### src/rtl/seq_ctrl_pkg.sv
// seq_ctrl_pkg: shared types and default sizes for the programmable
// sequence-detector controller (seq_detect_ctrl + seq_match_core).
//   state_t : controller FSM states, encoding visible on curr_state
//   cfg_t   : configuration latched on the cfg_valid/cfg_ready handshake
// The DEF_* constants size cfg_t and are the defaults of the top-level
// parameters; change them here when building a different geometry.
package seq_ctrl_pkg;

  localparam int unsigned DEF_MAX_LEN = 8;
  localparam int unsigned DEF_CNT_W   = 8;
  localparam int unsigned DEF_TIMEOUT = 64;
  localparam int unsigned LEN_W       = $clog2(DEF_MAX_LEN + 1);

  typedef enum logic [1:0] {
    IDLE  = 2'd0,
    ARMED = 2'd1,
    SCAN  = 2'd2,
    DONE  = 2'd3
  } state_t;

  typedef struct packed {
    logic [DEF_MAX_LEN-1:0] pattern;
    logic [LEN_W-1:0]       len;
    logic                   overlap;
    logic [DEF_CNT_W-1:0]   target;
  } cfg_t;

endpackage

### src/rtl/seq_detect_ctrl_match_core.sv
// seq_match_core: serial history register, fill counter and masked
// pattern comparator for seq_detect_ctrl.
// Ports:
//   clk, rst       clock / async active-high reset
//   i_clear        clear history and fill (start of a scan)
//   i_shift        accept i_x this cycle
//   i_x            serial data bit
//   i_clear_fill   reset fill instead of advancing it (non-overlap hit)
//   i_pattern      pattern, bit [len-1] is the oldest bit compared
//   i_len          active pattern length, already clamped to 1..MAX_LEN
//   o_hit_c        combinational: the bit being shifted completes a match
module seq_match_core #(
  parameter int unsigned MAX_LEN = 8,
  parameter int unsigned LW      = $clog2(MAX_LEN + 1)
) (
  input  logic               clk,
  input  logic               rst,
  input  logic               i_clear,
  input  logic               i_shift,
  input  logic               i_x,
  input  logic               i_clear_fill,
  input  logic [MAX_LEN-1:0] i_pattern,
  input  logic [LW-1:0]      i_len,
  output logic               o_hit_c
);

  logic [MAX_LEN-1:0] r_hist;
  logic [LW-1:0]      r_fill;
  logic [MAX_LEN-1:0] w_hist_next;
  logic [LW-1:0]      w_fill_next;
  logic [MAX_LEN-1:0] w_mask;

  // Match is evaluated on the post-shift view so y can be registered
  // on the same edge that samples the completing bit.
  always_comb begin
    w_hist_next = {r_hist[MAX_LEN-2:0], i_x};
    w_fill_next = (32'(r_fill) >= MAX_LEN) ? LW'(MAX_LEN) : r_fill + LW'(1);
    w_mask      = '0;
    for (int unsigned k = 0; k < MAX_LEN; k++) begin
      if (k < 32'(i_len)) w_mask[k] = 1'b1;
    end
    o_hit_c = i_shift && (w_fill_next >= i_len) &&
              (((w_hist_next ^ i_pattern) & w_mask) == '0);
  end

  // History/fill register; fill counts bits usable by the next match.
  always_ff @(posedge clk or posedge rst) begin
    if (rst) begin
      r_hist <= '0;
      r_fill <= '0;
    end else if (i_clear) begin
      r_hist <= '0;
      r_fill <= '0;
    end else if (i_shift) begin
      r_hist <= w_hist_next;
      r_fill <= i_clear_fill ? '0 : w_fill_next;
    end
  end

endmodule

### src/rtl/seq_detect_ctrl.sv
// seq_detect_ctrl: programmable serial sequence-detector controller.
// Configuration (pattern/len/overlap/target) is taken in IDLE over a
// valid/ready handshake, start launches a scan of the qualified stream
// x/x_valid, each hit pulses y for one cycle and bumps match_cnt, and the
// scan ends on reaching a nonzero target (DONE) or on abort (IDLE).
// Optional build macro SEQ_DETECT_CTRL_TIMEOUT_EN adds a sample watchdog
// that forces DONE after TIMEOUT samples without a hit and raises timeout.
// Ports:
//   clk, rst                     clock / async active-high reset
//   cfg_valid, cfg_ready         configuration handshake (ready only in IDLE)
//   cfg_pattern, cfg_len,        pattern, length (0 or >MAX_LEN -> MAX_LEN),
//   cfg_overlap, cfg_target      overlap enable, stop count (0 = no stop)
//   start, abort                 launch scan from ARMED / end scan
//   x, x_valid                   serial bit and its qualifier
//   y                            registered one-cycle match pulse
//   match_cnt                    saturating match count of current scan
//   busy, done, curr_state       status: ARMED|SCAN, DONE, state encoding
//   timeout                      (macro only) watchdog expired, held in DONE
module seq_detect_ctrl
  import seq_ctrl_pkg::*;
#(
  parameter int unsigned MAX_LEN = DEF_MAX_LEN,
  parameter int unsigned CNT_W   = DEF_CNT_W,
  parameter int unsigned TIMEOUT = DEF_TIMEOUT
) (
  input  logic                         clk,
  input  logic                         rst,
  input  logic                         cfg_valid,
  output logic                         cfg_ready,
  input  logic [MAX_LEN-1:0]           cfg_pattern,
  input  logic [$clog2(MAX_LEN+1)-1:0] cfg_len,
  input  logic                         cfg_overlap,
  input  logic [CNT_W-1:0]             cfg_target,
  input  logic                         start,
  input  logic                         abort,
  input  logic                         x,
  input  logic                         x_valid,
  output logic                         y,
  output logic [CNT_W-1:0]             match_cnt,
  output logic                         busy,
  output logic                         done,
  output logic [1:0]                   curr_state
`ifdef SEQ_DETECT_CTRL_TIMEOUT_EN
  ,
  output logic                         timeout
`endif
);

  localparam int unsigned LW = $clog2(MAX_LEN + 1);

  state_t           r_state;
  state_t           w_state_next;
  cfg_t             r_cfg;
  logic [CNT_W-1:0] r_cnt;
  logic [CNT_W-1:0] w_cnt_next;
  logic [CNT_W-1:0] w_cnt_inc;
  logic             r_y;
  logic             w_y_next;
  logic             r_cfg_ready;
  logic             r_busy;
  logic             r_done;
  logic             w_latch;
  logic             w_clear_scan;
  logic             w_shift;
  logic             w_hit;
  logic             w_clear_fill;
  logic [LW-1:0]    w_len_in;
  logic [LW-1:0]    w_len_cfg;

`ifdef SEQ_DETECT_CTRL_TIMEOUT_EN
  localparam int unsigned WD_W = $clog2(TIMEOUT + 1);
  logic [WD_W-1:0] r_wd;
  logic [WD_W-1:0] w_wd_next;
  logic            r_timeout;
  logic            w_timeout_next;
`else
  localparam int unsigned unused_timeout = TIMEOUT;
`endif

  // Out-of-range lengths fall back to the full register width.
  assign w_len_in  = (cfg_len == '0 || 32'(cfg_len) > MAX_LEN) ? LW'(MAX_LEN) : cfg_len;
  assign w_len_cfg = LW'(r_cfg.len);

  // Abort takes precedence over sampling, so a bit arriving with abort
  // can neither hit nor disturb the history.
  assign w_shift      = (r_state == SCAN) && x_valid && !abort;
  assign w_clear_scan = (r_state == ARMED) && start && !abort;
  assign w_clear_fill = w_hit && !r_cfg.overlap;
  assign w_cnt_inc    = (&r_cnt) ? r_cnt : r_cnt + CNT_W'(1);

  seq_match_core #(
    .MAX_LEN (MAX_LEN),
    .LW      (LW)
  ) u_core (
    .clk          (clk),
    .rst          (rst),
    .i_clear      (w_clear_scan),
    .i_shift      (w_shift),
    .i_x          (x),
    .i_clear_fill (w_clear_fill),
    .i_pattern    (MAX_LEN'(r_cfg.pattern)),
    .i_len        (w_len_cfg),
    .o_hit_c      (w_hit)
  );

  // Next-state and next-output decode.
  always_comb begin
    w_state_next = r_state;
    w_latch      = 1'b0;
    w_y_next     = 1'b0;
    w_cnt_next   = r_cnt;
`ifdef SEQ_DETECT_CTRL_TIMEOUT_EN
    w_wd_next      = r_wd;
    w_timeout_next = r_timeout;
`endif
    case (r_state)
      IDLE: begin
        if (cfg_valid) begin
          w_latch      = 1'b1;
          w_state_next = ARMED;
        end
      end
      ARMED: begin
        if (abort) begin
          w_state_next = IDLE;
        end else if (start) begin
          w_state_next = SCAN;
          w_cnt_next   = '0;
`ifdef SEQ_DETECT_CTRL_TIMEOUT_EN
          w_wd_next    = '0;
`endif
        end
      end
      SCAN: begin
        if (abort) begin
          w_state_next = IDLE;
        end else if (w_hit) begin
          w_y_next   = 1'b1;
          w_cnt_next = w_cnt_inc;
          if (r_cfg.target != '0 && CNT_W'(r_cfg.target) == w_cnt_inc) begin
            w_state_next = DONE;
          end
`ifdef SEQ_DETECT_CTRL_TIMEOUT_EN
          w_wd_next = '0;
        end else if (x_valid) begin
          if (32'(r_wd) + 32'd1 >= TIMEOUT) begin
            w_state_next   = DONE;
            w_timeout_next = 1'b1;
          end else begin
            w_wd_next = r_wd + WD_W'(1);
          end
`endif
        end
      end
      DONE: begin
        if (cfg_valid || start) begin
          w_state_next = IDLE;
`ifdef SEQ_DETECT_CTRL_TIMEOUT_EN
          w_timeout_next = 1'b0;
`endif
        end
      end
      default: w_state_next = IDLE;
    endcase
  end

  // State, configuration, counter and registered status outputs.
  always_ff @(posedge clk or posedge rst) begin
    if (rst) begin
      r_state     <= IDLE;
      r_cfg       <= '0;
      r_cnt       <= '0;
      r_y         <= 1'b0;
      r_cfg_ready <= 1'b1;
      r_busy      <= 1'b0;
      r_done      <= 1'b0;
`ifdef SEQ_DETECT_CTRL_TIMEOUT_EN
      r_wd        <= '0;
      r_timeout   <= 1'b0;
`endif
    end else begin
      r_state     <= w_state_next;
      r_cnt       <= w_cnt_next;
      r_y         <= w_y_next;
      r_cfg_ready <= (w_state_next == IDLE);
      r_busy      <= (w_state_next == ARMED) || (w_state_next == SCAN);
      r_done      <= (w_state_next == DONE);
`ifdef SEQ_DETECT_CTRL_TIMEOUT_EN
      r_wd        <= w_wd_next;
      r_timeout   <= w_timeout_next;
`endif
      if (w_latch) begin
        r_cfg.pattern <= DEF_MAX_LEN'(cfg_pattern);
        r_cfg.len     <= LEN_W'(w_len_in);
        r_cfg.overlap <= cfg_overlap;
        r_cfg.target  <= DEF_CNT_W'(cfg_target);
      end
    end
  end

  assign cfg_ready  = r_cfg_ready;
  assign y          = r_y;
  assign match_cnt  = r_cnt;
  assign busy       = r_busy;
  assign done       = r_done;
  assign curr_state = r_state;
`ifdef SEQ_DETECT_CTRL_TIMEOUT_EN
  assign timeout    = r_timeout;
`endif

endmodule

### config.mk
export PLATFORM = sky130hd
export DESIGN_NAME = seq_detect_ctrl
export DESIGN_NICKNAME = d
export VERILOG_FILES = /design/src/rtl/seq_ctrl_pkg.sv /design/src/rtl/seq_detect_ctrl_match_core.sv /design/src/rtl/seq_detect_ctrl.sv
export SDC_FILE = /design/constraint.sdc
export NUM_CORES = 1
export LEC_CHECK = 0
export ABC_CLOCK_PERIOD_IN_PS = 3330
export CORE_MARGIN = 2
export CORE_UTILIZATION = 53
export CTS_CLUSTER_DIAMETER = 60
export DETAILED_ROUTE_END_ITERATION = 10
export HOLD_SLACK_MARGIN = 0.02
export PLACE_DENSITY = 0.8
export RECOVER_POWER = 100
export SKIP_CTS_REPAIR_TIMING = 1
export SYNTH_ARGS = -nofsm -noshare
export SYNTH_HDL_FRONTEND = slang
export SYNTH_SLANG_ARGS = --single-unit
### constraint.sdc
create_clock -name clk -period 3.33 [get_ports clk]
set_input_delay 0.4995 -clock clk [delete_from_list [all_inputs] [get_ports clk]]
set_output_delay 0.4995 -clock clk [all_outputs]
set_load 0.01 [all_outputs]
==> qor.csv, run 1 <==
stage,metric,value,unit
synthesis,Simple-Gate Fraction of Synth Area,0.166,
clock_network,H-Tree Depth,2,
synthesis,"FF+latch count, synth",46,
grt,global-route wire length before repair,9.47,mm
worst_hold_path,HP Start,u_core.r_hist[5]$_DFFE_PP0P_,
floorplan,Initial Util,0.540,
drt,Antenna Violating Nets Remaining,0,
clock_network,CTS root buf,clkbuf_8,
power_and_ir_drop,Sw Pwr,811,µW
critical_path,worst r2r path cells,9,
synthesis,top_reg_cell synth,dfrtp_1,
synthesis,"top cells by area, synth","dfrtp_1 (45%), mux2_2 (7.2%), xnor2_1 (3.8%)",
critical_path,Crit. End Element,register,
clock_network,clock sinks,46,
clock_network,CTS tree,yes,
placed_design,Placer Congestion,0.886,
timing,final setup vio count,0,
worst_hold_path,Hold Path Cell Cnt,2,
power_and_ir_drop,Switching Fraction,0.376,
placed_design,I/O Buffers,41,
synthesis,Syn Area/Cell,9.76,µm²
clock_network,Clock Tree Buf Depth,2,
run_status,violated checks,"max-capacitance violations, max-slew violations",
synthesis,Synthesis Warnings,0,
synthesis,Synth Area in XOR/XNOR,0.0487,
synthesis,Post-Syn Instances,258,
flow_run,Max-Cap Viols,1,
synthesis,most frequent cell after synthesis,dfrtp_1,
timing,unrepaired setup endpoints after global routing,false,
power_and_ir_drop,Leak,0.00128,µW
run_status,status,"complete, but fails checks",
power_and_ir_drop,peak supply drop,0.396,mV
floorplan,# rows,25,
grt,initial antenna violation count,0,
synthesis,"top cells by count, synth","dfrtp_1 (45), nand2_1 (25), o21ai_0 (19)",
critical_path,RR Endpoint,u_core.r_fill[0]$_DFFE_PP0P_,
placed_design,DP Worst Slack,446,ps
power_and_ir_drop,Clock power frac,0.165,
critical_path,"Cell Chain, Critical Path",dlygate4sd3_1 -> nor4bb_1 -> o221ai_2 -> or4_1 -> or2_0 -> o21a_1 -> a22o_1,
floorplan,Die Y,72.9,µm
synthesis,syn nets,293,
timing,Setup TNS Final,0,ps
placed_design,Final HPWL DP,4.00,mm
synthesis,sequential share of the synthesized area,0.458,
floorplan,Top-Level Pins,42,
synthesis,area of the mapped netlist,2520,µm²
timing,Setup Skew,13.7,ps
power_and_ir_drop,Comb pwr share,0.385,
floorplan,Core Region,4660,µm²
floorplan,DIE WIDTH,72.9,µm
final_layout,ant diodes,0,
final_layout,Fill cells,403,
critical_path,critical path launch point type,primary input,
final_layout,area of the multi-input gates,1270,µm²
grt,Global Route Usage Sum,0.234,
drt,DRT iter0 DRCs,176,
timing,worst setup margin,443,ps
drt,WL/cell,15.3,µm
timing,"Hold Vio Cnt, Final",0,
worst_hold_path,hold endpoint,u_core.r_hist[6]$_DFFE_PP0P_,
critical_path,"critical path fanouts, max",5,
timing,final worst path period share,0.867,
synthesis,ys async rst share,1.00,
clock_network,clock latency on the worst-skew pair,320,ps
drt,Via density,5.90,
grt,largest net degree at the start of global routing,30,
timing,crit path time final,2890,ps
clock_network,total CTS buffers,5,
power_and_ir_drop,Seq pwr share,0.451,
grt,vias in the first global route,1999,
floorplan,Die Area,5320,µm²
synthesis,Post-Synth Adder-Cell Area,0.0348,
worst_hold_path,class of the worst hold path,register to register,
final_layout,Register Area,1150,µm²
critical_path,worst path arrival time,3080,ps
synthesis,count of different cell masters after synthesis,51,
timing,Final Slew Violations,30,
clock_network,Worst-path clk slew,100,ps
drt,final wirelength,5.42,mm
timing,Rel. slew slack,-0.0353,
critical_path,critical path class,primary input to register,
grt,global route overflow,0,
final_layout,area grow syn2layout,21.6,%
critical_path,"Slowest-stage cell, CP",dlygate4sd3_1,
synthesis,Compound-Gate Fraction of Synth Area,0.181,
critical_path,Crit path largest cell delay,620,ps
drt,first drt pass iteration count,4,
drt,DRC Markers,0,
timing,worst slew pin tran,1550,ps
synthesis,Yosys top cell by area,dfrtp_1,
final_layout,share of cells above drive strength 1,0.103,
synthesis,Synth top area share,0.447,
drt,DR vias,2090,
power_and_ir_drop,Pint,1340,µW
final_layout,nets@finish,334,
critical_path,Reg-to-Reg Start,u_core.r_fill[0]$_DFFE_PP0P_,
synthesis,Post-synth EDFFs,0,
critical_path,FF-to-FF setup slack,580,ps
synthesis,largest family of logic cells by synthesized area,compound AO/OA/AOI/OAI gates,
critical_path,CP Data Required Time,3530,ps
timing,fmax,0.346,GHz
synthesis,multiplexer share of the synthesized area,0.0715,
power_and_ir_drop,Power per Cell Area,703,nW/µm²
==> logic make-up (layout without fill, tap and decap cells) <==
logic type                 Yosys count  in the layout
AOI/OAI and AO/OA                   70             70
buffers and inverters               25             67
DFF                                 46             46
adders and majority gates            7              7
muxes                               16             16
and+or+nand+nor                     80             80
xor gates and xnor gates            14             14
==> routing by layer <==
layer | vias up | track usage | wire (µm)
li1 | 1015 | - | -
met5 | - | 0 | 0
met4 | 0 | 0.0988 | 91
met3 | 9 | 0.0401 | 277
met1 | 993 | 0.317 | 2420
met2 | 73 | 0.371 | 2640
==> power by group through the flow <==
stage | clock network, µW | registers (µW) | logic, µW
global placement | 0 | 978 | 833
floorplan | 0 | 924 | 631
CTS | 358 | 972 | 856
finish | 354 | 971 | 829
global route | 380 | 1000 | 940
detailed placement | 0 | 982 | 849
==> worst max path at each step <==
stage,start,end,slack (ps),cells past startpoint
2_1_floorplan,u_core.r_fill[0]$_DFFE_PP0P_,u_core.r_fill[0]$_DFFE_PP0P_,830,9
3_3_place_gp,abort,u_core.r_fill[1]$_DFFE_PP0P_,510,7
3_5_place_dp,abort,u_core.r_fill[0]$_DFFE_PP0P_,450,7
4_1_cts,u_core.r_fill[0]$_DFFE_PP0P_,u_core.r_fill[0]$_DFFE_PP0P_,600,9
5_1_grt,abort,match_cnt[5]$_DFFE_PP0P_,290,8
6_report,abort,u_core.r_fill[0]$_DFFE_PP0P_,440,7
==> worst max-delay path: cells and delay by family <==
family / cells / cell delay, ps
AO/OA/AOI/OAI: 3 / 650
buffers and inverters: 1 / 620
AND/OR/NAND/NOR: 3 / 1320
==> sequential cells by signal, summed over array words and instances, names as in the netlist <==
signal	flops
u_core.r_fill	4
r_cfg	17
match_cnt	8
cfg_ready	1
y	1
w_len_cfg	4
done	1
curr_state	2
u_core.r_hist	7
busy	1
==> placed cells by master, fill, tap and decap left out, types with 4 or more instances in the layout <==
master           instances
dfrtp_1                 45
nand2_1                 25
clkdlybuf4s50_1         23
o21ai_0                 20
a21oi_1                 18
dlygate4sd3_1           18
mux2_2                  16
inv_1                   13
nor2_1                  12
xnor2_1                 11
nor3_1                   7
ha_1                     7
a22o_1                   6
nand3_1                  5
clkbuf_8                 5
o21a_1                   4
==> stage by stage <==
step	util	std cells	cell area [µm²]	hold WS, ps	total power, µW
final	0.657	354	3060	532	2150
after global routing	0.657	354	3060	548	2330
after CTS	0.662	354	3080	516	2190
after detailed placement	0.642	346	2990	517	1830
after global placement	0.642	346	2990	510	1810
after floorplan	-	258	2520	481	1560
==> area by class of cell <==
cell class,count,area share
timing repair buffer,45,0.140
clock buffer,5,0.0225
clock inverter,3,0.00776
multi-input combinational,187,0.414
tap,54,0.0221
inverter,14,0.0172
sequential,46,0.376
Power figures use the tool's default switching activity.
==> run 2: changes to the inputs <==
- CELL_PAD_IN_SITES_DETAIL_PLACEMENT: unset -> 1
- CELL_PAD_IN_SITES_GLOBAL_PLACEMENT: unset -> 1
- CORE_UTILIZATION: 53 -> 41
- PLACE_DENSITY: 0.8 -> unset
- PLACE_DENSITY_LB_ADDON: unset -> 0.1
==> qor.csv, run 2 (synthesis results as in run 1) <==
stage,metric,value,unit,change
floorplan,Die Y,82.4,µm,+13%
timing,worst slew pin tran,1970,ps,+412 ps
clock_network,H-Tree Depth,2,,unchanged
critical_path,CP Data Required Time,3530,ps,about the same
placed_design,Placed Area,3030,µm²,+1.1%
timing,Setup Skew,11.8,ps,-1.96 ps
final_layout,max FFs per register,17,,unchanged
timing,crit path time final,2920,ps,+29.7 ps
worst_hold_path,class of the worst hold path,register to register,,
drt,Via density,5.59,,-5.3%
placed_design,I/O Buffers,41,,unchanged
grt,Global Route Usage Sum,0.210,,-0.0241
drt,DRC Markers,0,,unchanged
floorplan,Die Area,6790,µm²,+28%
power_and_ir_drop,peak supply drop,0.339,mV,-15%
floorplan,# rows,28,,+12%
clock_network,CTS root buf,clkbuf_8,,
drt,first drt pass iteration count,4,,unchanged
clock_network,clock sinks,46,,unchanged
timing,unrepaired setup endpoints after global routing,false,,
final_layout,final instance area,3100,µm²,+1.3%
critical_path,critical path launch point type,register,,
final_layout,ant diodes,0,,unchanged
run_status,status,"complete, but fails checks",,
drt,Antenna Violating Nets Remaining,0,,unchanged
timing,Final Slew Violations,37,,+23%
placed_design,Final HPWL DP,4.85,mm,+21%
placed_design,Placer Congestion,0.854,,-3.5%
critical_path,worst r2r path cells,11,,+2
timing,final setup vio count,0,,unchanged
grt,global route overflow,0,,unchanged
drt,final wirelength,6.40,mm,+18%
clock_network,CTS tree,yes,,
flow_run,Max-Cap Viols,1,,unchanged
drt,WL/cell,17.0,µm,+11%
drt,DRT iter0 DRCs,118,,-33%
final_layout,share of cells above drive strength 1,0.110,,+0.00630
timing,fmax,0.343,GHz,-1.0%
grt,largest net degree at the start of global routing,37,,+23%
clock_network,clock latency on the worst-skew pair,300,ps,-20 ps
timing,final worst path period share,0.876,,+0.00892
placed_design,DP Worst Slack,506,ps,+59.6 ps
grt,global-route wire length before repair,10.7,mm,+13%
timing,Setup TNS Final,0,ps,unchanged
run_status,violated checks,"max-capacitance violations, max-slew violations",,
final_layout,"commonest non-fill, non-tap cells in the layout","dfrtp_1 (45), nand2_1 (25), clkdlybuf4s50_1 (23)",,
timing,"Hold Vio Cnt, Final",0,,unchanged
timing,Hold WS,504,ps,-27.8 ps
final_layout,area grow syn2layout,23.1,%,
critical_path,Crit. End Element,register,,
clock_network,total CTS buffers,5,,unchanged
power_and_ir_drop,Power per Cell Area,708,nW/µm²,+0.62%
final_layout,Fill cells,702,,+74%
floorplan,Core Region,5920,µm²,+27%
final_layout,"most common cell after layout, fill and taps aside",dfrtp_1,,
worst_hold_path,Hold Path Cell Cnt,1,,-1
floorplan,DIE WIDTH,82.4,µm,+13%
timing,Rel. slew slack,-0.310,,-0.275
drt,DR vias,2102,,+0.57%
clock_network,Worst-path clk slew,90,ps,about the same
grt,initial antenna violation count,0,,unchanged
clock_network,Clock Tree Buf Depth,2,,unchanged
timing,worst setup margin,413,ps,-29.7 ps
floorplan,Initial Util,0.425,,-0.115
final_layout,fin util,0.524,,-0.133
final_layout,nets@finish,335,,+0.30%
critical_path,"critical path fanouts, max",11,,+6
grt,vias in the first global route,2083,,+4.2%
power_and_ir_drop,Leak,0.00130,µW,+1.2%
critical_path,critical path class,register to register,,
final_layout,Largest Register,r_cfg,,
floorplan,Top-Level Pins,42,,unchanged
critical_path,worst path arrival time,3110,ps,+30 ps
[run 2: cell type report]
class	instances	area (µm²)	area share
flip-flops and latches	46	1150	0.372
clock buffers	6	82.6	0.0266
repair buffers	46	440	0.142
well taps	75	93.8	0.0303
inverters	14	52.6	0.0169
multi-input cells	187	1270	0.409
clock inverters	2	12.5	0.00403
[run 2: worst paths after layout]
| kind | start | end | slack (ps) |
|---|---|---|---|
| setup / recovery | u_core.r_fill[0]$_DFFE_PP0P_ | match_cnt[5]$_DFFE_PP0P_ | 410 |
| hold / removal | r_cfg[8]$_DFFE_PP0P_ | r_cfg[8]$_DFFE_PP0P_ | 500 |
| setup reg to reg | u_core.r_fill[0]$_DFFE_PP0P_ | match_cnt[5]$_DFFE_PP0P_ | 410 |
| hold reg to reg | r_cfg[8]$_DFFE_PP0P_ | r_cfg[8]$_DFFE_PP0P_ | 500 |
| max in group asynchronous | rst | r_cfg[8]$_DFFE_PP0P_ | 610 |
| min in group asynchronous | rst | r_cfg[5]$_DFFE_PP0P_ | 580 |
[run 2: metrics by stage]
step | power [µW] | std cells
2_1_floorplan | 1560 | 258
3_3_place_gp | 1840 | 368
3_5_place_dp | 1880 | 368
4_1_cts | 2250 | 376
5_1_grt | 2380 | 376
6_report | 2200 | 376
[run 2: report_power, final]
part           switching (µW)  internal (µW)
combinational             424            439
clock                     189            167
sequential                220            756
total                     833           1360
[run 2: routing by layer]
metal | vias up | global-route usage | routed length, µm | part of all wire
li1 | 1014 | - | - | -
met1 | 1038 | 0.311 | 3140 | 0.49
met2 | 46 | 0.319 | 2970 | 0.46
met3 | 4 | 0.0315 | 229 | 0.036
met4 | 0 | 0.0550 | 55 | 0.0086
met5 | - | 0 | 0 | 0
[run 2: critical path: stages (launching register included)]
cell	delay, ps
dfrtp_1	440
ha_1	230
xnor2_1	120
nor2_1	190
ha_1	210
o21a_1	130
o22ai_1	90
or4_4	500
o21ai_1	170
clkbuf_1	400
nand2_1	110
a22o_1	250
==> run 3: changes to the inputs <==
- SYNTH_HIERARCHICAL: unset -> 1
==> qor.csv, run 3 <==
stage,metric,value,unit,change
final_layout,"commonest non-fill, non-tap cells in the layout","dfrtp_1 (45), clkdlybuf4s50_1 (23), nor2_1 (19)",,
grt,largest net degree at the start of global routing,19,,-49%
critical_path,CP Data Required Time,3530,ps,about the same
clock_network,CTS tree,yes,,
drt,DRT iter0 DRCs,50,,-58%
placed_design,Final HPWL DP,4.75,mm,-2.0%
critical_path,"Slowest-stage cell, CP",dfrtp_1,,
grt,global route overflow,0,,unchanged
clock_network,Clock Tree Buf Depth,2,,unchanged
synthesis,sequential share of the synthesized area,0.458,,about the same
final_layout,final instance area,3120,µm²,+0.48%
critical_path,RR Endpoint,match_cnt[1]$_DFFE_PP0P_,,
synthesis,Post-Syn Instances,250,,-3.1%
critical_path,"Cell Chain, Critical Path",ha_1 -> xnor2_1 -> nor2_1 -> ha_1 -> o21a_1 -> o22ai_1 -> nor3_1 -> and3_1 -> nand3b_1 -> a21oi_1 -> clkbuf_1 -> o21ai_0 -> a32o_1,,
grt,initial antenna violation count,0,,unchanged
final_layout,"most common cell after layout, fill and taps aside",dfrtp_1,,
timing,Rel. slew slack,0.336,,+0.646
floorplan,Die Area,6780,µm²,about the same
power_and_ir_drop,peak supply drop,0.270,mV,-20%
synthesis,Post-synth EDFFs,0,,unchanged
critical_path,critical path launch point type,register,,
clock_network,CTS root buf,clkbuf_8,,
timing,crit path time final,2800,ps,-116 ps
critical_path,FF-to-FF setup slack,530,ps,+120 ps
synthesis,"FF+latch count, synth",46,,unchanged
critical_path,worst r2r path cells,13,,+2
floorplan,Die Y,82.4,µm,about the same
placed_design,Placer Congestion,0.786,,-8.1%
placed_design,I/O Buffers,41,,unchanged
critical_path,critical path launch point,u_core/r_fill[0]$_DFFE_PP0P_,,
final_layout,area of the multi-input gates,1280,µm²,+1.3%
floorplan,DIE WIDTH,82.4,µm,about the same
synthesis,most frequent cell after synthesis,dfrtp_1,,
synthesis,count of different cell masters after synthesis,45,,-12%
synthesis,Synth top area share,0.447,,about the same
timing,worst setup margin,529,ps,+116 ps
critical_path,Reg-to-Reg Start,u_core/r_fill[0]$_DFFE_PP0P_,,
final_layout,Fill cells,677,,-3.6%
final_layout,Register Area,1150,µm²,unchanged
power_and_ir_drop,Power per Cell Area,513,nW/µm²,-28%
timing,worst slew pin tran,996,ps,-969 ps
final_layout,max FFs per register,17,,unchanged
grt,global-route wire length before repair,9.81,mm,-8.1%
timing,fmax,0.357,GHz,+4.2%
synthesis,top_reg_cell synth,dfrtp_1,,
clock_network,clock latency on the worst-skew pair,310,ps,about the same
clock_network,clock sinks,46,,unchanged
timing,Setup Skew,9.84,ps,-1.93 ps
synthesis,"top cells by count, synth","dfrtp_1 (45), nor2_1 (19), mux2_2 (17), nand2_1 (17), inv_1 (15)",,
placed_design,DP Worst Slack,428,ps,-78.1 ps
grt,vias in the first global route,1965,,-5.7%
final_layout,area grow syn2layout,23.8,%,
floorplan,Initial Util,0.425,,about the same
drt,Antenna Violating Nets Remaining,0,,unchanged
critical_path,Crit. End Element,register,,
floorplan,# rows,28,,unchanged
floorplan,Core Region,5920,µm²,unchanged
synthesis,Synthesis Warnings,6,,+6
synthesis,"top cells by area, synth","dfrtp_1 (45%), mux2_2 (7.6%), xnor2_1 (4.5%)",,
drt,final wirelength,6.12,mm,-4.4%
clock_network,Worst-path clk slew,90,ps,about the same
critical_path,critical path class,register to register,,
critical_path,critical path's most frequent cell,ha_1,,
timing,unrepaired setup endpoints after global routing,false,,
power_and_ir_drop,Tot Pwr,1600,µW,-27%
critical_path,Crit path largest cell delay,430,ps,-70 ps
synthesis,syn nets,285,,-2.7%
final_layout,Largest Register,r_cfg,,
placed_design,Placed Area,3040,µm²,+0.62%
final_layout,share of cells above drive strength 1,0.110,,+0.000733
final_layout,ant diodes,0,,unchanged
final_layout,nets@finish,333,,-0.60%
synthesis,area of the mapped netlist,2520,µm²,about the same
flow_run,Max-Cap Viols,0,,-1
synthesis,Syn Area/Cell,10.1,µm²,+3.1%
timing,final setup vio count,0,,unchanged
grt,Global Route Usage Sum,0.196,,-0.0139
power_and_ir_drop,Leak,0.00131,µW,+1.3%
timing,Setup TNS Final,0,ps,unchanged
drt,Via density,5.42,,-3.1%
drt,DR vias,2027,,-3.6%
worst_hold_path,class of the worst hold path,register to register,,
drt,first drt pass iteration count,4,,unchanged
synthesis,ys async rst share,1.00,,unchanged
timing,Final Slew Violations,0,,-100%
timing,final worst path period share,0.841,,-0.0349
floorplan,Top-Level Pins,42,,unchanged
run_status,status,finished clean,,
clock_network,H-Tree Depth,2,,unchanged
critical_path,"critical path fanouts, max",7,,-4
drt,WL/cell,16.4,µm,-3.9%
synthesis,Yosys top cell by area,dfrtp_1,,
critical_path,capture point of the critical path,match_cnt[1]$_DFFE_PP0P_,,
drt,DRC Markers,0,,unchanged
critical_path,worst path arrival time,3000,ps,-110 ps
timing,"Hold Vio Cnt, Final",0,,unchanged
clock_network,total CTS buffers,5,,unchanged
==> run 3: cell count changes in the layout (fill, tap and decap cells not counted), moves of 5 or more <==
cell,before,now
mux2i_1,0,8
nand2_1,25,17
a21oi_1,18,11
nor2_1,12,19
a22o_1,6,0
o21ai_0,19,14
==> run 3: metal layers <==
metal / share of wire / global-route usage / up-vias / wire, µm
met3: 0.038 / 0.0424 / 5 / 235
li1: - / - / 992 / -
met4: 0.0092 / 0.0517 / 0 / 56
met1: 0.51 / 0.277 / 997 / 3100
met2: 0.45 / 0.303 / 33 / 2730
met5: 0 / 0 / - / 0
==> run 3: area by class of cell <==
class	instances	area share
inverter	15	0.0181
clock inverter	3	0.00682
timing repair buffer	47	0.141
clock buffer	5	0.0221
multi-input combinational	183	0.412
sequential	46	0.370
tap	75	0.0301
==> run 3: how the worst min path moves through the flow <==
| stage | startpoint | endpoint | depth (start not counted) |
|---|---|---|---|
| after floorplan | rst | u_core/r_fill[0]$_DFFE_PP0P_ | 1 |
| after global placement | r_cfg[13]$_DFFE_PP0P_ | r_cfg[13]$_DFFE_PP0P_ | 1 |
| after detailed placement | r_cfg[13]$_DFFE_PP0P_ | r_cfg[13]$_DFFE_PP0P_ | 1 |
| after CTS | r_cfg[13]$_DFFE_PP0P_ | r_cfg[13]$_DFFE_PP0P_ | 1 |
| after global routing | r_cfg[13]$_DFFE_PP0P_ | r_cfg[13]$_DFFE_PP0P_ | 1 |
| final | r_cfg[13]$_DFFE_PP0P_ | r_cfg[13]$_DFFE_PP0P_ | 1 |
==> run 3: cells by family after synthesis <==
kind of cell	Yosys count	synth area share
adder cells (fa/ha/maj)	8	0.0393
buffers and inverters	21	0.0323
flip-flops	46	0.458
multiplexers	25	0.108
AND/OR/NAND/NOR	80	0.168
AO/OA/AOI/OAI	52	0.133
XOR/XNOR	18	0.0626
==> run 3: power breakdown <==
group	internal (µW)	leakage [µW]	switching [µW]	total, µW
Combinational	254	0.000682	194	448
Clock	148	0.0000441	201	349
Sequential	671	0.000588	131	802
==> run 3: worst max-delay path: cells and delay by family, from the launching register on <==
kind,cells,cell delay (ps)
compound gates,5,770
xor+xnor,1,120
fa+ha+maj,2,440
buf+inv,1,290
flops,1,430
simple gates,4,650
==> run 3: per-stage QoR <==
| stage | util | hold WS, ps | cells |
|---|---|---|---|
| after floorplan | - | 352 | 250 |
| after global placement | 0.514 | 520 | 366 |
| after detailed placement | 0.514 | 521 | 366 |
| after CTS | 0.529 | 543 | 374 |
| after global routing | 0.526 | 564 | 374 |
| final | 0.526 | 538 | 374 |
